===== src/rtl/fp_issue_ctrl.sv =====
// Single-entry issue controller between the core decode stage and an FPU wrapper.
// Carries one FP instruction through issue, result wait (with abort timeout) and writeback.
module fp_issue_ctrl #(
    parameter int TIMEOUT_CYCLES = 64
) (
    input  logic        clk_i,
    input  logic        rst_i,
    input  logic        dec_valid_i,
    input  logic [31:0] dec_instr_i,
    input  logic [31:0] dec_rs1_i,
    input  logic        flush_i,
    output logic        stall_o,
    output logic        fpu_valid_o,
    output logic [31:0] fpu_instr_o,
    output logic [31:0] fpu_rs1_o,
    input  logic        fpu_in_ready_i,
    output logic        fpu_flush_o,
    input  logic        fpu_out_valid_i,
    output logic        fpu_out_ready_o,
    input  logic [31:0] fpu_result_i,
    input  logic        fpu_int_wr_i,
    output logic        wb_valid_o,
    input  logic        wb_ready_i,
    output logic [31:0] wb_data_o,
    output logic [4:0]  wb_rd_o,
    output logic        wb_int_o,
    output logic        timeout_o
);

    localparam int CNT_W = (TIMEOUT_CYCLES > 1) ? $clog2(TIMEOUT_CYCLES) : 1;
    localparam logic [CNT_W-1:0] CNT_LAST = CNT_W'(TIMEOUT_CYCLES - 1);

    typedef enum logic [1:0] {
        ST_IDLE  = 2'd0,
        ST_ISSUE = 2'd1,
        ST_WAIT  = 2'd2,
        ST_WB    = 2'd3
    } state_e;

    state_e             state_q,     state_d;
    logic [31:0]        instr_q,     instr_d;
    logic [31:0]        rs1_q,       rs1_d;
    logic [31:0]        result_q,    result_d;
    logic [4:0]         rd_q,        rd_d;
    logic               int_q,       int_d;
    logic [CNT_W-1:0]   cnt_q,       cnt_d;
    logic               fpu_flush_q, fpu_flush_d;
    logic               timeout_q,   timeout_d;
    logic               wb_done;
    logic               timeout_hit;

    always_comb begin
        state_d     = state_q;
        instr_d     = instr_q;
        rs1_d       = rs1_q;
        result_d    = result_q;
        rd_d        = rd_q;
        int_d       = int_q;
        cnt_d       = cnt_q;
        fpu_flush_d = 1'b0;
        timeout_d   = 1'b0;
        wb_done     = 1'b0;
        timeout_hit = 1'b0;

        case (state_q)
            ST_IDLE: begin
                if (dec_valid_i && !flush_i) begin
                    instr_d = dec_instr_i;
                    rs1_d   = dec_rs1_i;
                    rd_d    = dec_instr_i[11:7];
                    state_d = ST_ISSUE;
                end
            end
            ST_ISSUE: begin
                if (flush_i) begin
                    fpu_flush_d = 1'b1;
                    state_d     = ST_IDLE;
                end else if (fpu_in_ready_i) begin
                    int_d   = fpu_int_wr_i;
                    cnt_d   = '0;
                    state_d = ST_WAIT;
                end
            end
            ST_WAIT: begin
                // Flush beats a same-cycle result; a result on the last allowed cycle beats the timeout.
                if (flush_i) begin
                    fpu_flush_d = 1'b1;
                    state_d     = ST_IDLE;
                end else if (fpu_out_valid_i) begin
                    result_d = fpu_result_i;
                    state_d  = ST_WB;
                end else if (cnt_q == CNT_LAST) begin
                    timeout_hit = 1'b1;
                    timeout_d   = 1'b1;
                    fpu_flush_d = 1'b1;
                    state_d     = ST_IDLE;
                end else begin
                    cnt_d = cnt_q + CNT_W'(1);
                end
            end
            ST_WB: begin
                if (flush_i) begin
                    state_d = ST_IDLE;
                end else if (wb_ready_i) begin
                    wb_done = 1'b1;
                    state_d = ST_IDLE;
                end
            end
            default: begin
                state_d = ST_IDLE;
            end
        endcase
    end

    always_ff @(posedge clk_i or posedge rst_i) begin
        if (rst_i) begin
            state_q     <= ST_IDLE;
            instr_q     <= '0;
            rs1_q       <= '0;
            result_q    <= '0;
            rd_q        <= '0;
            int_q       <= 1'b0;
            cnt_q       <= '0;
            fpu_flush_q <= 1'b0;
            timeout_q   <= 1'b0;
        end else begin
            state_q     <= state_d;
            instr_q     <= instr_d;
            rs1_q       <= rs1_d;
            result_q    <= result_d;
            rd_q        <= rd_d;
            int_q       <= int_d;
            cnt_q       <= cnt_d;
            fpu_flush_q <= fpu_flush_d;
            timeout_q   <= timeout_d;
        end
    end

    // The core instruction is released when it retires, is flushed, or is abandoned on timeout.
    assign stall_o         = dec_valid_i && !rst_i && !flush_i && !wb_done && !timeout_hit;
    assign fpu_valid_o     = (state_q == ST_ISSUE);
    assign fpu_out_ready_o = (state_q == ST_WAIT);
    assign wb_valid_o      = (state_q == ST_WB) && !flush_i;
    assign fpu_instr_o     = instr_q;
    assign fpu_rs1_o       = rs1_q;
    assign wb_data_o       = result_q;
    assign wb_rd_o         = rd_q;
    assign wb_int_o        = int_q;
    assign fpu_flush_o     = fpu_flush_q;
    assign timeout_o       = timeout_q;

endmodule


===== config.mk =====
export PLATFORM = sky130hd
export DESIGN_NAME = fp_issue_ctrl
export DESIGN_NICKNAME = d
export VERILOG_FILES = /design/src/rtl/fp_issue_ctrl.sv
export SDC_FILE = /design/constraint.sdc
export NUM_CORES = 1
export LEC_CHECK = 0
export ABC_AREA = 1
export BUFFER_PORTS_ARGS = -buffer_cell sky130_fd_sc_hd__buf_2
export CAP_MARGIN = 20
export CORE_UTILIZATION = 45
export CTS_CLUSTER_DIAMETER = 60
export DETAILED_ROUTE_END_ITERATION = 10
export PLACE_DENSITY = 0.8
export SYNTH_ARGS = -nofsm -noshare
export SYNTH_HDL_FRONTEND = slang
export SYNTH_SLANG_ARGS = --single-unit

===== constraint.sdc =====
create_clock -name clk_i -period 9.15 [get_ports clk_i]
set_input_delay 2.2875 -clock clk_i [delete_from_list [all_inputs] [get_ports clk_i]]
set_output_delay 2.2875 -clock clk_i [all_outputs]
set_load 0.02 [all_outputs]

==> results.cfg, run 1 <==
[pwr]
vdd_drop_max_uv = 177
power.leakage_nw = 3.26
p_int_w = 0.00126
switching_power_w = 0.000797
pwr_density_cell_nw_per_um2 = 347
combinationalPowerShare_pct = 45.9
p_sw_share_pct = 38.8
seq_power_share_pct = 39.5
clock_power_share_pct = 14.6

[die]
initial_core_util_pct = 46.8
fp.dieW_um = 103
fp-row-count = 36
die_area_um2 = 10700
coreArea_um2 = 9860
pin_count = 212
die-height_um = 103

[synth]
yosys.area.top_type = dfrtp_1
yosys-top-cells-area = dfrtp_1 (58%), mux2_4 (20%), mux2_2 (8.5%)
yosysSeqAreaShare_pct = 58.1
syn_area_per_cell_um2 = 14.8
ys_ff_latch = 107
syn_area_um2 = 4610
synthCells = 311
synth_top_area_share_pct = 58.1
mappedNetlistNets = 421
synth_cell_types = 18
ys_warn_count = 0

[placement]
numPortBuffers = 211
place_congestion = 0.832
numPlacedInstances = 641
hpwl_um = 7430

[routing]
postRouteAntennaNets = 0
wl_per_cell_um = 15.2
drc = 0
drt-initial-drc-count = 47
dr.pass1.iters = 4
via_count = 3109
totalWireLength_um = 9990
vias_per_cell = 4.73

[clock_network]
cts_setup_buffers = 0
clk_path_buf_depth = 2
cts_sinks = 107
cts-root-buf = clkbuf_8
cts_made_buffers = 9
cts_resized = 0
cts_tree = done
cts_hold_buf = 0
htreeDepth = 3
clkTransAtPathRegs_ps = 90
clk_latency_ps = 380

[layout]
fill_cells = 789
final_util_pct = 59.9
drive_above_1_share_pct = 62.8
diodes = 0
multi_input_comb_area_um2 = 1730
mostFrequentLayoutCells = buf_2 (211), dfrtp_1 (107), mux2_4 (60)
nNetsFinal = 629
seqCellArea_um2 = 2680
fin_cells = 657
layout_commonest_cell = buf_2
syn_to_final_growth_pct = 28.1

[global_route]
antenna_found_initial = 0
overflow = 0
grt_use_total_pct = 18.3
grt_first_pass_wirelength_um = 14500
grt_max_degree = 60
grt_pass1_vias = 3031

[setup_path]
crit_path_end_kind = primary output
worstPathArrival_ps = 3400
r2r-start = state_q[0]
crit_path_start_kind = input port
cp.required_ps = 6860
crit_path_max_fanout = 50
worstSetupPathType = in -> out
startpoint = rst_i

[sta]
setup_viol = 0
min_period_ps = 5690
setup_tns_ps = 0
relSlewSlack_pct = 50.5
final.setup_skew_ps = 11.2
tightest_slew_ps = 742
finalHoldViolCount = 0
finalCritPeriodShare_pct = 62.2
rsz0062_at_grt = false
slew_viol_final = 0
timing.fmax_mhz = 176

[min_path]
hold_start = fpu_instr_o[6]
hold_class = reg -> reg

[status]
outcome = completed

[run]
cap_violations = 0
-- path summary, 6_finish.rpt --
path,endpoint,slack [ps],cells after the start
worst max-delay path,stall_o,3460,7
worst min-delay path,fpu_instr_o[6],510,1
worst max register to register,fpu_instr_o[7],6720,5
worst min register to register,fpu_instr_o[6],510,1
max in group asynchronous,fpu_flush_o,5980,3
min in group asynchronous,fpu_instr_o[14],1990,2
-- critical path: stages --
cell and delay, ps:
buf_2 110, inv_4 440, nand3_1 140, a21oi_1 140, nand2_1 60, inv_1 40
buf_2 150
-- power by group through the flow --
stage                     combinational [W]  clock [W]  sequential (W)
after detailed placement           0.000949          0        0.000818
after floorplan                    0.000396          0         0.00107
final                              0.000942   0.000300        0.000810
after CTS                          0.000952   0.000316        0.000812
after global placement             0.000932          0        0.000802
after global routing                0.00101   0.000331        0.000838
-- layer usage --
metal	up-vias	global-route usage, %	wire length [um]
met5	-	0	0
met4	0	6.28	182
met3	14	6.79	567
met2	119	31.9	5240
met1	1510	20.6	3990
li1	1466	-	-
-- area by class of cell --
class	instances	area share (%)
flip-flops and latches	107	45.3
multi-input cells	175	29.3
inverters	13	0.911
clock inverters	6	1.21
well taps	133	2.82
repair buffers	213	18.1
clock buffers	10	2.33
-- cells in the mapped netlist --
library cell and count:
dfrtp_1 107, mux2_4 60, mux2_2 35, nand2_1 32
inv_1 12, nor2_1 12, nand3_1 11, buf_6 9
o21ai_0 9, buf_4 7, ha_1 6, a21oi_1 3
mux2_1 2, nand3_4 2, a21boi_0 1, inv_4 1
o21bai_1 1, or2_2 1
-- metrics by stage --
step                      area, um2  power [W]  hold slack [ps]  worst slack, ps
after global routing           5910    0.00218              526             3270
after global placement         5700    0.00173              478             3430
after CTS                      5910    0.00208              511             3410
after floorplan                4610    0.00146              474             1790
after detailed placement       5700    0.00177              487             3420
final                          5910    0.00205              509             3460
-- flip-flops by register name (all words and copies together), names as in the netlist --
| signal | cells |
|---|---|
| fpu_rs1_o | 32 |
| state_q | 2 |
| timeout_o | 1 |
| cnt_q | 6 |
| wb_data_o | 32 |
| fpu_instr_o | 32 |
| fpu_flush_o | 1 |
| wb_int_o | 1 |
-- cells by family after synthesis --
| family | Yosys count | synth area share (%) |
|---|---|---|
| AND/OR/NAND/NOR | 58 | 5.67 |
| AO/OA/AOI/OAI | 14 | 1.63 |
| multiplexers | 97 | 28.6 |
| buffers and inverters | 29 | 4.45 |
| flip-flops | 107 | 58.1 |
| adder cells (fa/ha/maj) | 6 | 1.63 |
Note: power is estimated with default switching activity, not from simulation.
==> run 2, diff against run 1 <==
==> constraint.sdc (replaced) <==
create_clock -name clk_i -period 5.5 [get_ports clk_i]
set_input_delay 1.375 -clock clk_i [delete_from_list [all_inputs] [get_ports clk_i]]
set_output_delay 1.375 -clock clk_i [all_outputs]
set_load 0.02 [all_outputs]
==> results.cfg, run 2 (synthesized netlist as in run 1, its figures left out) <==
[setup_path]
worst_path_most_repeated_cell = buf_2
critPathMaxStageDelay_ps = 540
crit_path_start_kind = input port
cp.required_ps = 4120
crit_path_max_fanout = 31
worstPathArrival_ps = 2640
crit_family = buffers and inverters
crit_slowest_cell = clkinvlp_4
path_buf_inv = 4
crit_path_end_kind = primary output
worstSetupPathType = in -> out
path_cells = buf_2, clkinvlp_4, nand3_1, a21oi_1, nand2_1, inv_1, buf_2

[sta]
finalCritPeriodShare_pct = 73.0
relSlewSlack_pct = 55.2
setup_viol = 0
min_period_ps = 4010
setup_tns_ps = 0
rsz0062_at_grt = false
final.setup_skew_ps = 7.17
finalHoldViolCount = 0
slew_viol_final = 0
timing.fmax_mhz = 249
tightest_slew_ps = 670

[min_path]
hold_class = reg -> reg

[placement]
numPlacedInstances = 641
place_congestion = 0.792
place_area_um2 = 5700
numPortBuffers = 211
hpwl_um = 7430

[die]
die-height_um = 103
coreArea_um2 = 9860
die_area_um2 = 10700
fp-row-count = 36
initial_core_util_pct = 46.8
pin_count = 212
fp.dieW_um = 103

[global_route]
grt_pass1_vias = 2966
antenna_found_initial = 0
grt_use_total_pct = 18.5
grt_first_pass_wirelength_um = 14700
overflow = 0
grt_max_degree = 79

[clock_network]
cts_setup_buffers = 0
clk_path_buf_depth = 2
htreeDepth = 3
cts-root-buf = clkbuf_8
cts_tree = done
clk_latency_ps = 350
cts_resized = 0
clkTransAtPathRegs_ps = 100
cts_made_buffers = 9
cts_sinks = 107
cts_hold_buf = 0

[pwr]
clock_power_share_pct = 16.6
switching_power_w = 0.00131
p_int_w = 0.00218
p_sw_share_pct = 37.6
power.leakage_nw = 3.29
vdd_drop_max_uv = 266
power.total_w = 0.00349
pwr_density_cell_nw_per_um2 = 585
seq_power_share_pct = 38.3
combinationalPowerShare_pct = 45.1

[layout]
mostFrequentLayoutCells = buf_2 (211), dfrtp_1 (107), mux2_4 (60)
stdcell_area_um2 = 5980
fill_cells = 787
drive_above_1_share_pct = 62.7
seqCellArea_um2 = 2680
fin_cells = 658
layout_commonest_cell = buf_2
syn_to_final_growth_pct = 29.6
multi_input_comb_area_um2 = 1730
diodes = 0
nNetsFinal = 630

[run]
cap_violations = 0

[status]
outcome = completed

[routing]
drc = 0
totalWireLength_um = 10100
postRouteAntennaNets = 0
dr.pass1.iters = 6
wl_per_cell_um = 15.3
drt-initial-drc-count = 64
vias_per_cell = 4.73
via_count = 3111
==> run 2: changes by cell type in the layout (fill, tap and decap cells not counted), sizes merged <==
cell / delta
buf: +1
bufinv: +2
clkbuf: +1
clkinv: -2
clkinvlp: +1
inv: -2
==> run 2: layer usage <==
layer  part of all wire (%)  vias to the layer above  routed length (um)  GRT usage, %
met4                    1.5                        0                 151          7.91
met3                    6.7                       14                 676          4.10
met2                     52                      127                5260          33.2
met1                     39                     1506                3970          21.3
met5                      0                        -                   0             0
li1                       -                     1464                   -             -
==> run 2: final timing paths <==
check	start	cells after the start	endpoint	slack, ps
worst max-delay path	rst_i	7	stall_o	1490
worst min-delay path	wb_data_o[24]	1	wb_data_o[24]	500
worst max register to register	state_q[0]	5	fpu_instr_o[7]	3070
worst min register to register	wb_data_o[24]	1	wb_data_o[24]	500
max in group asynchronous	rst_i	4	fpu_rs1_o[29]	3340
min in group asynchronous	rst_i	2	wb_data_o[10]	1100
==> run 2: final cells by class <==
cell class / instances / area share, %
clock inverters: 5 / 1.82
clock buffers: 11 / 2.37
repair buffers: 214 / 18.4
multi-input cells: 175 / 28.9
inverters: 13 / 0.921
flip-flops and latches: 107 / 44.8
well taps: 133 / 2.78
==> run 2: power by group through the flow <==
stage / registers, W / clock network, W / logic [W]
after global placement: 0.00133 / 0 / 0.00155
final: 0.00134 / 0.000581 / 0.00158
after floorplan: 0.00178 / 0 / 0.000660
after detailed placement: 0.00135 / 0 / 0.00159
after CTS: 0.00134 / 0.000600 / 0.00159
after global routing: 0.00139 / 0.000631 / 0.00168
==> run 2: metrics by stage <==
stage,util (%),setup slack [ps],hold slack [ps]
4_1_cts,60.3,1420,510
3_3_place_gp,57.8,1490,473
5_1_grt,60.6,1300,518
6_report,60.6,1490,503
3_5_place_dp,57.8,1430,488
2_1_floorplan,-,725,474
==> run 2: worst register-to-register path: stages, from the launching register on <==
cell and delay (ps):
dfrtp_1 410, inv_1 90, ha_1 250, nand3_4 470
buf_4 650, mux2_2 440
==> run 3, diff against run 2 <==
==> constraint.sdc (replaced) <==
create_clock -name clk_i -period 3.7 [get_ports clk_i]
set_input_delay 0.925 -clock clk_i [delete_from_list [all_inputs] [get_ports clk_i]]
set_output_delay 0.925 -clock clk_i [all_outputs]
set_load 0.02 [all_outputs]
==> results.cfg, run 3 (synthesized netlist as in run 1, its figures left out) <==
[routing]
drc = 0
dr.pass1.iters = 5
wl_per_cell_um = 14.8
via_count = 3107
postRouteAntennaNets = 0
drt-initial-drc-count = 46
vias_per_cell = 4.72
totalWireLength_um = 9730

[layout]
nNetsFinal = 630
layout_commonest_cell = buf_2
final_util_pct = 60.2
fill_cells = 780
drive_above_1_share_pct = 62.9
stdcell_area_um2 = 5940
diodes = 0
mostFrequentLayoutCells = buf_2 (211), dfrtp_1 (107), mux2_4 (60)
syn_to_final_growth_pct = 28.7
seqCellArea_um2 = 2680
multi_input_comb_area_um2 = 1730

[setup_path]
worstSetupPathType = reg -> out
crit_path_max_fanout = 6
crit_path_start_kind = flip-flop
worstPathArrival_ps = 1880
cp.required_ps = 2770
ff2ff_path_depth = 5
crit_path_end_kind = primary output

[clock_network]
clk_path_buf_depth = 2
htreeDepth = 3
clk_latency_ps = 360
cts_tree = done
cts_setup_buffers = 0
cts_sinks = 107
cts_made_buffers = 9
clkTransAtPathRegs_ps = 100
cts-root-buf = clkbuf_8
cts_hold_buf = 0
cts_resized = 0

[sta]
setup_tns_ps = 0
finalHoldViolCount = 0
relSlewSlack_pct = 39.9
timing.fmax_mhz = 356
tightest_slew_ps = 901
setup_viol = 0
worst_slack_ps = 894
final.setup_skew_ps = 8.63
finalCritPeriodShare_pct = 75.8
min_period_ps = 2810
slew_viol_final = 0
rsz0062_at_grt = false

[pwr]
seq_power_share_pct = 39.1
combinationalPowerShare_pct = 45.8
vdd_drop_max_uv = 406
p_int_w = 0.00316
switching_power_w = 0.00194
p_sw_share_pct = 38.1
pwr_density_cell_nw_per_um2 = 859
power.leakage_nw = 3.27
clock_power_share_pct = 15.1

[global_route]
grt_pass1_vias = 3018
overflow = 0
grt_first_pass_wirelength_um = 14400
grt_max_degree = 76
antenna_found_initial = 1
grt_use_total_pct = 18.1

[die]
die-height_um = 103
fp-row-count = 36
coreArea_um2 = 9860
initial_core_util_pct = 46.8
die_area_um2 = 10700
pin_count = 212
fp.dieW_um = 103

[min_path]
hold_depth = 1
hold_class = reg -> reg

[placement]
hpwl_um = 7350
place_congestion = 0.783
place_area_um2 = 5720
pre_cts_ws_ps = 1050
numPortBuffers = 211

[run]
cap_violations = 0

[status]
outcome = completed
run 3: cell count changes in the layout (fill, tap and decap cells not counted), sizes merged:
cell    delta
clkbuf     -1
clkinv     +2
bufinv     -1
run 3: final timing paths:
kind / start / slack [ps] / end
max in group asynchronous: rst_i / 1740 / wb_data_o[20]
max reg2reg: state_q[0] / 1450 / fpu_rs1_o[28]
min in group asynchronous: rst_i / 700 / wb_data_o[18]
max: cnt_q[0] / 890 / stall_o
min: wb_data_o[24] / 500 / wb_data_o[24]
min reg2reg: wb_data_o[24] / 500 / wb_data_o[24]
run 3: metrics by stage:
| step | hold slack [ps] | cells | power, W |
|---|---|---|---|
| floorplan | 474 | 311 | 0.00362 |
| detailed placement | 481 | 642 | 0.00438 |
| global route | 525 | 658 | 0.00542 |
| CTS | 503 | 658 | 0.00517 |
| global placement | 469 | 642 | 0.00429 |
| finish | 502 | 658 | 0.00510 |
run 3: critical path: stages, from the launching register on:
cell,delay [ps]
dfrtp_1,440
ha_1,210
nand2_1,70
nor2_1,170
nand2_1,100
nor2_1,130
nand3_1,110
nand2_1,110
inv_2,30
buf_2,140
run 3: layout make-up:
cell class / count / area share, %
Sequential cell: 107 / 45.1
Inverter: 13 / 0.927
Clock inverter: 6 / 1.50
Timing Repair Buffer: 214 / 18.4
Clock buffer: 10 / 2.15
Multi-Input combinational cell: 175 / 29.1
Tap cell: 133 / 2.80
run 3: metal layers:
metal | GRT usage (%) | wire (um)
met4 | 7.48 | 131
met3 | 4.03 | 594
met5 | 0 | 13
met2 | 32.4 | 5060
met1 | 20.9 | 3940
run 3: power groups by stage:
stage / Sequential (W) / Clock [W] / Combinational (W)
2_1_floorplan: 0.00264 / 0 / 0.000981
3_3_place_gp: 0.00198 / 0 / 0.00231
3_5_place_dp: 0.00202 / 0 / 0.00236
4_1_cts: 0.00200 / 0.000802 / 0.00237
5_1_grt: 0.00206 / 0.000847 / 0.00251
6_report: 0.00199 / 0.000770 / 0.00234
